## config.mk

```make
export PLATFORM = sky130hd
export DESIGN_NAME = divisor_secuencial
export DESIGN_NICKNAME = d
export VERILOG_FILES = /design/src/rtl/divisor_secuencial.sv
export SDC_FILE = /design/constraint.sdc
export NUM_CORES = 1
export LEC_CHECK = 0
export BUFFER_PORTS_ARGS = -buffer_cell sky130_fd_sc_hd__buf_2
export CAP_MARGIN = 25
export CORE_MARGIN = 3
export CORE_UTILIZATION = 52
export DETAILED_ROUTE_END_ITERATION = 8
export HOLD_SLACK_MARGIN = 0.03
export PLACE_DENSITY = 0.76
export SYNTH_ARGS = -nofsm -noshare
export SYNTH_HDL_FRONTEND = slang
export SYNTH_SLANG_ARGS = --single-unit
```

## constraint.sdc

```tcl
create_clock -name clk -period 3.6 [get_ports clk]
set_clock_uncertainty 0.1 [all_clocks]
set_input_delay 0.36 -clock clk [delete_from_list [all_inputs] [get_ports clk]]
set_output_delay 0.36 -clock clk [all_outputs]
set_load 0.01 [all_outputs]
```

## src/rtl/divisor_secuencial.sv

```systemverilog
// divisor_secuencial: sequential signed 2N/N restoring divider with start/fin handshake.
// Define DIV_SATURA_EN to saturate the quotient on overflow or divide by zero instead of zeroing it.
module divisor_secuencial #(
    parameter int N = 3
) (
    input  logic                  clk,
    input  logic                  reset,
    input  logic                  start,
    input  logic signed [2*N-1:0] Dividendo,
    input  logic signed [N-1:0]   Divisor,
    output logic signed [N-1:0]   cociente,
    output logic signed [N-1:0]   resto,
    output logic                  error,
    output logic                  fin
);
    localparam int CW = $clog2(2*N+1);
    localparam logic [2*N-1:0] LIM_POS = (2*N)'(2**(N-1)-1);
    localparam logic [2*N-1:0] LIM_NEG = (2*N)'(2**(N-1));
    localparam logic [N-1:0] MAX_Q = {1'b0, {(N-1){1'b1}}};
    localparam logic [N-1:0] MIN_Q = {1'b1, {(N-1){1'b0}}};
    typedef enum logic [2:0] {IDLE, CARGA, ITERA, AJUSTE, FIN} estado_t;
    estado_t        estado_q;
    logic [2*N-1:0] dvd_q, q_q;
    logic [N-1:0]   dvs_q, m_q, coc_q, res_q;
    logic [N:0]     a_q;
    logic [CW-1:0]  cnt_q;
    logic           neg_c_q, neg_r_q, err_q, fin_q;
    logic [2*N-1:0] dvd_abs, q_d;
    logic [N-1:0]   dvs_abs, q_sgn, r_sgn, coc_ovf, coc_dz;
    logic [N+1:0]   a_sub;
    logic [N:0]     a_d;
    logic           ge, ovf;
    always_comb begin
        // Negate one bit wider so the most negative operand yields its true magnitude
        dvd_abs = dvd_q[2*N-1] ? (2*N)'(-{1'b1, dvd_q}) : dvd_q;
        dvs_abs = dvs_q[N-1] ? N'(-{1'b1, dvs_q}) : dvs_q;
        a_sub   = {a_q, q_q[2*N-1]} - {2'b00, m_q};
        ge      = ~a_sub[N+1];
        a_d     = ge ? a_sub[N:0] : {a_q[N-1:0], q_q[2*N-1]};
        q_d     = {q_q[2*N-2:0], ge};
        ovf     = neg_c_q ? (q_q > LIM_NEG) : (q_q > LIM_POS);
        q_sgn   = neg_c_q ? -q_q[N-1:0] : q_q[N-1:0];
        r_sgn   = neg_r_q ? -a_q[N-1:0] : a_q[N-1:0];
`ifdef DIV_SATURA_EN
        coc_ovf = neg_c_q ? MIN_Q : MAX_Q;
        coc_dz  = dvd_q[2*N-1] ? MIN_Q : MAX_Q;
`else
        coc_ovf = '0;
        coc_dz  = MAX_Q & MIN_Q;
`endif
    end
    always_ff @(posedge clk or posedge reset) begin
        if (reset) begin
            estado_q <= IDLE;
            dvd_q    <= '0;
            dvs_q    <= '0;
            m_q      <= '0;
            q_q      <= '0;
            a_q      <= '0;
            cnt_q    <= '0;
            neg_c_q  <= 1'b0;
            neg_r_q  <= 1'b0;
            coc_q    <= '0;
            res_q    <= '0;
            err_q    <= 1'b0;
            fin_q    <= 1'b0;
        end else begin
            fin_q <= 1'b0;
            case (estado_q)
                IDLE: if (start) begin
                    dvd_q    <= Dividendo;
                    dvs_q    <= Divisor;
                    estado_q <= CARGA;
                end
                CARGA: begin
                    m_q     <= dvs_abs;
                    q_q     <= dvd_abs;
                    a_q     <= '0;
                    neg_c_q <= dvd_q[2*N-1] ^ dvs_q[N-1];
                    neg_r_q <= dvd_q[2*N-1];
                    cnt_q   <= '0;
                    if (dvs_q == '0) begin
                        coc_q    <= coc_dz;
                        res_q    <= '0;
                        err_q    <= 1'b1;
                        fin_q    <= 1'b1;
                        estado_q <= FIN;
                    end else begin
                        estado_q <= ITERA;
                    end
                end
                ITERA: begin
                    a_q   <= a_d;
                    q_q   <= q_d;
                    cnt_q <= cnt_q + 1'b1;
                    if (cnt_q == CW'(2*N-1)) estado_q <= AJUSTE;
                end
                AJUSTE: begin
                    coc_q    <= ovf ? coc_ovf : q_sgn;
                    res_q    <= ovf ? '0 : r_sgn;
                    err_q    <= ovf;
                    fin_q    <= 1'b1;
                    estado_q <= FIN;
                end
                FIN:     estado_q <= IDLE;
                default: estado_q <= IDLE;
            endcase
        end
    end
    assign cociente = coc_q;
    assign resto    = res_q;
    assign error    = err_q;
    assign fin      = fin_q;
endmodule

```

* Word level (Yosys, flattened, before mapping)
Cells that the tools add are included.
** Operators by class
- $add $sub $neg :: 6
- $lt $le $gt $ge :: 2
- Equality and inequality tests :: 7
- Multiplexer cells :: 22
- Bitwise operators :: 2
- Reduce and logical (&&, ||, !) cells :: 7
** Operators with widths (number)
- 3-bit 2-to-1 mux :: 9
- 3-bit one-hot mux with 2 select lines :: 3
- 3-bit one-hot mux with 4 select lines :: 1
- 6-bit one-hot mux with 2 select lines :: 1
- 3-bit negator :: 3
- 4-bit one-hot mux with 2 select lines :: 1
- 3-bit by 2-bit == test with 1-bit output, second input constant :: 2
- 6-bit by 2-bit greater-than comparator with 1-bit output, second input constant :: 1
- 6-bit by 3-bit greater-than comparator with 1-bit output, second input constant :: 1
- 3-bit logical NOT :: 2
- 6-bit 2-to-1 mux :: 1
- 2-bit != test, second input constant :: 3
- 6-bit negator :: 1
- 2-bit AND reduction :: 3
- 5-bit by 3-bit subtractor with 5-bit output :: 1
- 4-bit 2-to-1 mux :: 1
- 1-bit one-hot mux with 2 select lines :: 2
- 2-bit nonzero test :: 2
- 3-bit by 1-bit adder with 3-bit output, second input constant :: 1
- 3-bit by 1-bit == test with 1-bit output, second input constant :: 1
- 3-bit == test, second input constant :: 1
- 1-bit 2-to-1 mux :: 3
- 1-bit NOT :: 1
- 1-bit bitwise XOR :: 1
** Storage, ports and cells
- Register bits after elaboration :: 38
- Bits of input ports :: 12

* Longest topological paths before layout
Gate-level depths: netlist of run 1.
- Depth in word-level cells :: 4
- Mapped depth :: 8
- Mapped depth without buffers :: 8

* Worst setup path after synthesis of run 1
OpenSTA, ideal clock, no wires.
- Kind :: register to register
- Start :: reg q_q[5]
- End :: reg a_q[0]
- Data arrival time :: 1.821 ns
- Required time :: 3.379 ns
- Path slack :: 1.558 ns
- Cell stages (with the launch flop) :: 9
- Buffers on the path :: 0
- Clock period less this slack :: 2.042 ns
- Cell sequence :: dfrtp_1 > inv_1 > ha_1 > inv_1 > fa_1 > a211oi_1 > xnor2_2 > mux2i_1 > a22o_1
** Between the ends
- Longest elaborated chain between the ends :: 3
** RTL lines
- start, declared :: line 23 : logic [2*N-1:0] dvd_q, q_q;
- start signal, assigned :: line 77 : q_q <= dvd_abs;
- start signal, assigned :: line 94 : q_q <= q_d;
- 5-bit by 3-bit subtractor with 5-bit output :: line 37 : a_sub = {a_q, q_q[2*N-1]} - {2'b00, m_q};
- 4-bit 2-to-1 mux (*) :: line 39 : a_d = ge ? a_sub[N:0] : {a_q[N-1:0], q_q[2*N-1]};
- 4-bit one-hot mux with 2 select lines (*) :: line 69 : case (estado_q)
- end signal, assigned :: line 59 : a_q <= '0;
- end signal, assigned :: line 78 : a_q <= '0;
- end signal, assigned :: line 93 : a_q <= a_d;
- end, declared :: line 25 : logic [N:0] a_q;
Every way passes the cells marked *; elsewhere a longest branch is shown, timed or not.
A chain may end at the register's enable or synchronous reset.

* Final worst setup path of run 1
Same ends and word-level chain as after synthesis.

==> results.toml, run 1 <==
[route]
viasPerCell = 5.43
wire_per_inst_um = 14.3
post-route-drc-count = 0
ant_nets = 0
drtIter0Drc = 86
wl_um = 3520
dr.pass1.iters = 4
num_vias = 1340

[place]
io_buffers = 19
placedCellCount = 239
dpl.hpwl_um = 2590
gp_congestion = 0.804
post-place-ws_ns = 1.40

[timing]
setup_viol = 0
min_period_over_period_pct = 62.0
period_needed_ns = 2.23
tightest_slew_ns = 0.782
drv_slew = 0
whs_ns = 0.105
relSlewSlack_pct = 47.6
setup_tns_ns = 0
fmax_mhz = 448
timing.final.ws_setup_ns = 1.37
rsz0062_at_grt = "false"
hold_viol = 0

[worst_hold_path]
hp-class = "in2reg"

[layout]
drive_gt1_share_pct = 19.9
fillCellCount = 303
fin_cells = 247
diodes = 0
nets = 223
syn_to_final_growth_pct = 11.5

[clock_tree]
post-cts-setup-buffers = 0
ctsRootBufferMaster = "clkbuf_4"
clock_path_buffers = 2
numCtsBuffers = 5
clock_sinks = 38
cts.clk_slew.worst_paths_ns = 0.11
ctsHtreeMaxLevel = 2
cts_tree = "built"
cts_resized = 0
insertion_delay_ns = 0.36

[die]
initial_core_util_pct = 55.5
dieArea_mm2 = 0.00441
core.rowCount = 21
io_pins = 20
die_w_um = 66.4
coreArea_mm2 = 0.00342
die_y_um = 66.4

[power_and_ir_drop]
power.total_w = 0.00199
max-vdd-ir-drop_uv = 444
p_leak_nw = 1.03
power.density_mw_per_mm2 = 941

[synthesis]
synth_area_leaders = "dfrtp_1 50%, ha_1 5.9%, nand2_1 4.2%, o21ai_0 4.0%, inv_1 3.4%"
ys_seq_area_share_pct = 50.2
synthXorXnorAreaFrac_pct = 4.09
synth_nets = 201
synth_area_mm2 = 0.00190
synthSimpleGateAreaFrac_pct = 13.3
syn_inst = 179
muxShareOfSynthArea_pct = 5.61
synth_adder_area_share_pct = 7.00
synth.ff_latch_count = 38
synth_compound_area_share_pct = 14.7
synth_cell_types = 39
synth_top_family_by_area = "compound AO/OA/AOI/OAI gates"
synth_top_area_cell = "dfrtp_1"
synth_flop_cell = "dfrtp_1"
async_flop_share_pct = 100
syn_avg_cell_area_um2 = 10.6
synth_edf_count = 0
yosysWarnings = 0
synth_top_area_share_pct = 50.2

[setup_path]
start_kind = "register"
worstSetupPathType = "reg2reg"
critPathSlowestCell = "fa_1"
endpoint_kind = "register"
arrival_ns = 2.43
worst_path_most_repeated_cell = "inv_1"
path_cells = "inv_1 -> ha_1 -> inv_1 -> fa_1 -> a211oi_1 -> xnor2_2 -> mux2i_1 -> a22o_1"
critical_path.top_delay_family = "adder cells"
cpPeakStageDelay_ns = 0.41
worstPathRequired_ns = 3.80
crit_fanout = 5
cp_num_buf_inv = 2

[global_route]
grt_max_degree = 39
grt_overflow_total = 0
grt_usage_pct = 18.9
grt_pass1_vias = 1373
grt_first_pass_wirelength_um = 6220
antenna_found_initial = 0

[run_status]
status = "completed"

[run]
drv_cap = 0
==> worst reg2reg max path: stages, from the launching register on <==
cell and delay [ns]:
dfrtp_1 0.39, inv_1 0.09, ha_1 0.14, inv_1 0.06, fa_1 0.41, a211oi_1 0.35, xnor2_2 0.23, mux2i_1 0.26
a22o_1 0.16
==> layer usage <==
layer,global-route usage [%],share of wire (%)
met5,0,0
met4,6.60,1.1
met3,5.78,6.0
met2,32.1,49
met1,22.4,44
==> final timing paths <==
path | start | end | slack [ns] | cells after the start
max in group asynchronous | reset | cnt_q[2] | 2.53 | 4
worst max register to register | q_q[5] | a_q[0] | 1.37 | 8
worst min register to register | cociente[2] | cociente[2] | 0.39 | 2
worst min-delay path | Divisor[0] | dvs_q[0] | 0.10 | 3
min in group asynchronous | reset | fin | 0.54 | 4
worst max-delay path | q_q[5] | a_q[0] | 1.37 | 8
==> flip-flops by register name (all words and copies together) (netlist names) <==
signal and flops:
dvd_q 6, cociente 3, estado_q 3, dvs_q 3
fin 1, m_q 3, neg_r_q 1, error 1
neg_c_q 1, a_q 4, cnt_q 3, resto 3
q_q 6
==> where the power goes <==
| group | leakage [nW] | internal [W] | switching (W) | total (W) |
|---|---|---|---|---|
| combinational | 0.502 | 0.000416 | 0.000473 | 0.000889 |
| clock | 0.0443 | 0.000162 | 0.000143 | 0.000304 |
| sequential | 0.481 | 0.000614 | 0.000182 | 0.000796 |
==> layout make-up <==
cell class,instances,area (um2),share of cell area [%]
Clock inverter,1,30.0,1.42
Tap cell,46,57.6,2.72
Timing Repair Buffer,21,113,5.33
Clock buffer,6,51.3,2.43
Multi-Input combinational cell,118,847,40.1
Inverter,17,63.8,3.02
Sequential cell,38,951,45.0
==> layout by cell type (no fill, tap or decap), types with 2 or more instances in the layout <==
cell and count:
a21oi_1 3, a22o_1 6, a22oi_1 4, a31oi_1 3
buf_2 19, clkbuf_4 5, dfrtp_1 38, ha_1 9
inv_1 17, mux2_2 5, mux2i_1 5, nand2_1 21
nand2b_1 3, nand3_1 3, nor2_1 7, nor2b_1 3
nor3_1 2, nor3b_4 2, o21ai_0 15, o21ai_1 4
xnor2_1 5, xor2_1 2
==> per-stage QoR <==
step / area, um2 / util, %
after floorplan: 1900 / -
after global placement: 2020 / 59.2
after detailed placement: 2020 / 59.2
after CTS: 2110 / 61.9
after global routing: 2110 / 61.9
final: 2110 / 61.9
==> repair_timing <==
action                                  CTS  global route
hold buffers                              1             0
hold endpoints to repair                 38             0
endpoints found under the setup margin    0             0
==> logic make-up after synthesis <==
kind of cell             after synthesis
multiplexers                          10
XOR/XNOR                               8
flip-flops                            38
buffers and inverters                 23
AO/OA/AOI/OAI                         43
adder cells (fa/ha/maj)               10
AND/OR/NAND/NOR                       47
==> synthesized netlist by cell type (2+ instances only) <==
library cell / number
xnor2_1: 5
mux2_2: 5
nand3_1: 3
a22o_1: 6
xor2_1: 2
mux2i_1: 5
nor2b_1: 3
ha_1: 9
nor3b_4: 2
o21ai_1: 4
buf_2: 3
nor3_1: 2
buf_4: 2
inv_1: 17
a31oi_1: 3
dfrtp_1: 38
a21oi_1: 3
a22oi_1: 4
nor2_1: 7
o21ai_0: 15
nand2b_1: 3
nand2_1: 21
No activity file was read; power rests on OpenSTA's default activity.
==> run 2, diff against run 1 <==
Clock period 3.6 ns to 2.1 ns, I/O delays scaled along.
==> run 2 against run 1 <==
Core utilization rose by 4.8 points; global-route usage is 0.51 points higher; worst setup slack got worse by 1.3 ns; cell count up 6.9%; non-clock buffer count up 16; flip-flop and latch count unchanged; combinational power up 96%; sequential power is 72% higher; wire length rose by 4.8%; fmax grew 7.4%; clock power is 32% higher; via count increased by 5.9%.
==> results.toml, run 2 (synthesis gave the netlist of run 1 again) <==
[run_status]
status = "completed"

[global_route]
antenna_found_initial = 0
grt_pass1_vias = 1491
grt_overflow_total = 0
grt_usage_pct = 19.4
grt_first_pass_wirelength_um = 6440
grt_max_degree = 39

[clock_tree]
insertion_delay_ns = 0.35
post-cts-setup-buffers = 0
clock_path_buffers = 2
clock_sinks = 38
cts_tree = "built"
cts.clk_slew.worst_paths_ns = 0.11
numCtsBuffers = 5
ctsHtreeMaxLevel = 2
ctsRootBufferMaster = "clkbuf_4"

[route]
dr_wl_met2_um = 1890
wire_per_inst_um = 14.0
post-route-drc-count = 0
num_vias = 1419
wl_met3_um = 174
dr.pass1.iters = 4
wl_um = 3690
viasPerCell = 5.38
drtIter0Drc = 32
wl_met1_um = 1550
maxUsedRoutingLayer = "met4"
ant_nets = 0

[timing]
min_period_over_period_pct = 99.0
setup_viol = 0
tightest_slew_ns = 0.473
fmax_mhz = 481
period_needed_ns = 2.08
setup_tns_ns = 0
rsz0062_at_grt = "true"
relSlewSlack_pct = 68.4
drv_slew = 0
hold_viol = 0

[run]
drv_cap = 0

[setup_path]
endpoint_kind = "register"
worstSetupPathType = "reg2reg"
critical_path.top_delay_family = "adder cells"
worst_path_most_repeated_cell = "inv_2"
path_cells = "inv_2 -> ha_4 -> inv_2 -> fa_2 -> a211oi_4 -> xnor2_4 -> mux2i_1 -> o21ai_1"
critPathSlowestCell = "dfrtp_1"
cpPeakStageDelay_ns = 0.41
arrival_ns = 2.21
start_kind = "register"
cp_num_buf_inv = 2
worstPathRequired_ns = 2.23
crit_fanout = 5

[layout]
diodes = 0
top_regs = "dvd_q: 6 flops, q_q: 6 flops, a_q: 4 flops"
fin_area_mm2 = 0.00228
layout_common_cells = "38 x dfrtp_1, 21 x nand2_1, 19 x buf_2"
nets = 239
fillCellCount = 285
drive_gt1_share_pct = 24.3
final_common_cell = "dfrtp_1"
syn_to_final_growth_pct = 20.1

[power_and_ir_drop]
p_comb_share_pct = 49.5
sw_frac_of_total_pct = 41.0
p_seq_share_pct = 39.1
p_switching_w = 0.00144
clkPwrFrac_pct = 11.5
max-vdd-ir-drop_uv = 906
power.density_mw_per_mm2 = 1540
intPower_w = 0.00207
p_leak_nw = 1.09

[die]
die_w_um = 66.4
core.rowCount = 21
io_pins = 20
coreArea_mm2 = 0.00342
die_y_um = 66.4
dieArea_mm2 = 0.00441
initial_core_util_pct = 55.5

[place]
dpl.hpwl_um = 2670
gp_congestion = 0.862
io_buffers = 19
place_area_mm2 = 0.00207

[worst_hold_path]
hp-class = "in2reg"
run 2: cell count changes in the layout (fill, tap and decap cells not counted), sizes merged:
cell,previous run,this run
clkinv,0,1
buf,20,27
bufinv,1,0
clkinvlp,0,1
dlygate4sd3,1,10
run 2: repair_timing:
| action | in CTS | in global routing |
|---|---|---|
| hold buffers | 10 | 0 |
| pin swaps | 0 | 3 |
| endpoints found under the setup margin | 5 | 5 |
| gates resized for setup | 1 | 9 |
| endpoints found under the hold margin | 47 | 0 |
run 2: through the flow:
step                      utilization, %  cells  total power [W]  hold slack (ns)  setup WS (ns)
final                               66.7    264          0.00351            0.236         0.0204
after global routing                66.7    264          0.00385            0.266        -0.0883
after CTS                           65.7    264          0.00341            0.231        0.00616
after detailed placement            60.7    246          0.00298            0.254        -0.0568
after global placement              60.7    246          0.00287            0.233         0.0389
after floorplan                        -    179          0.00255            0.227         0.0583
run 2: area by class of cell:
class                      count  area, um2  share of cell area, %
sequential                    38        951                   41.8
clock buffer                   6       51.3                   2.25
clock inverter                 2       12.5                  0.549
tap                           46       57.6                   2.53
timing repair buffer          37        255                   11.2
inverter                      17       63.8                   2.80
multi-input combinational    118        886                   38.9
run 2: final timing paths:
kind                               start  cells past startpoint  slack [ns]          end
max in group asynchronous          reset                      4        1.15     dvs_q[0]
min in group asynchronous          reset                      4        0.42        error
worst max-delay path              q_q[5]                      8        0.02       a_q[1]
worst min-delay path               start                      4        0.24  estado_q[0]
worst max register to register    q_q[5]                      8        0.02       a_q[1]
worst min register to register  resto[2]                      1        0.41     resto[2]
run 2: layer usage:
metal / vias up / global-route usage (%)
met5: - / 0
met4: 0 / 7.87
met3: 9 / 4.42
met2: 39 / 32.5
met1: 681 / 24.0
li1: 690 / -
run 2: worst min-delay path, delay by kind of cell:
family | cells | cell delay [ns]
and+or+nand+nor | 2 | 0.19
AOI/OAI and AO/OA | 1 | 0.15
buffers and inverters | 1 | 0.10
run 2: power by group through the flow:
stage / Clock, W / Combinational [W] / Sequential (W)
after floorplan: 0 / 0.00124 / 0.00131
after global placement: 0 / 0.00152 / 0.00135
after detailed placement: 0 / 0.00160 / 0.00138
after CTS: 0.000410 / 0.00164 / 0.00136
after global routing: 0.000442 / 0.00198 / 0.00142
final: 0.000402 / 0.00174 / 0.00137
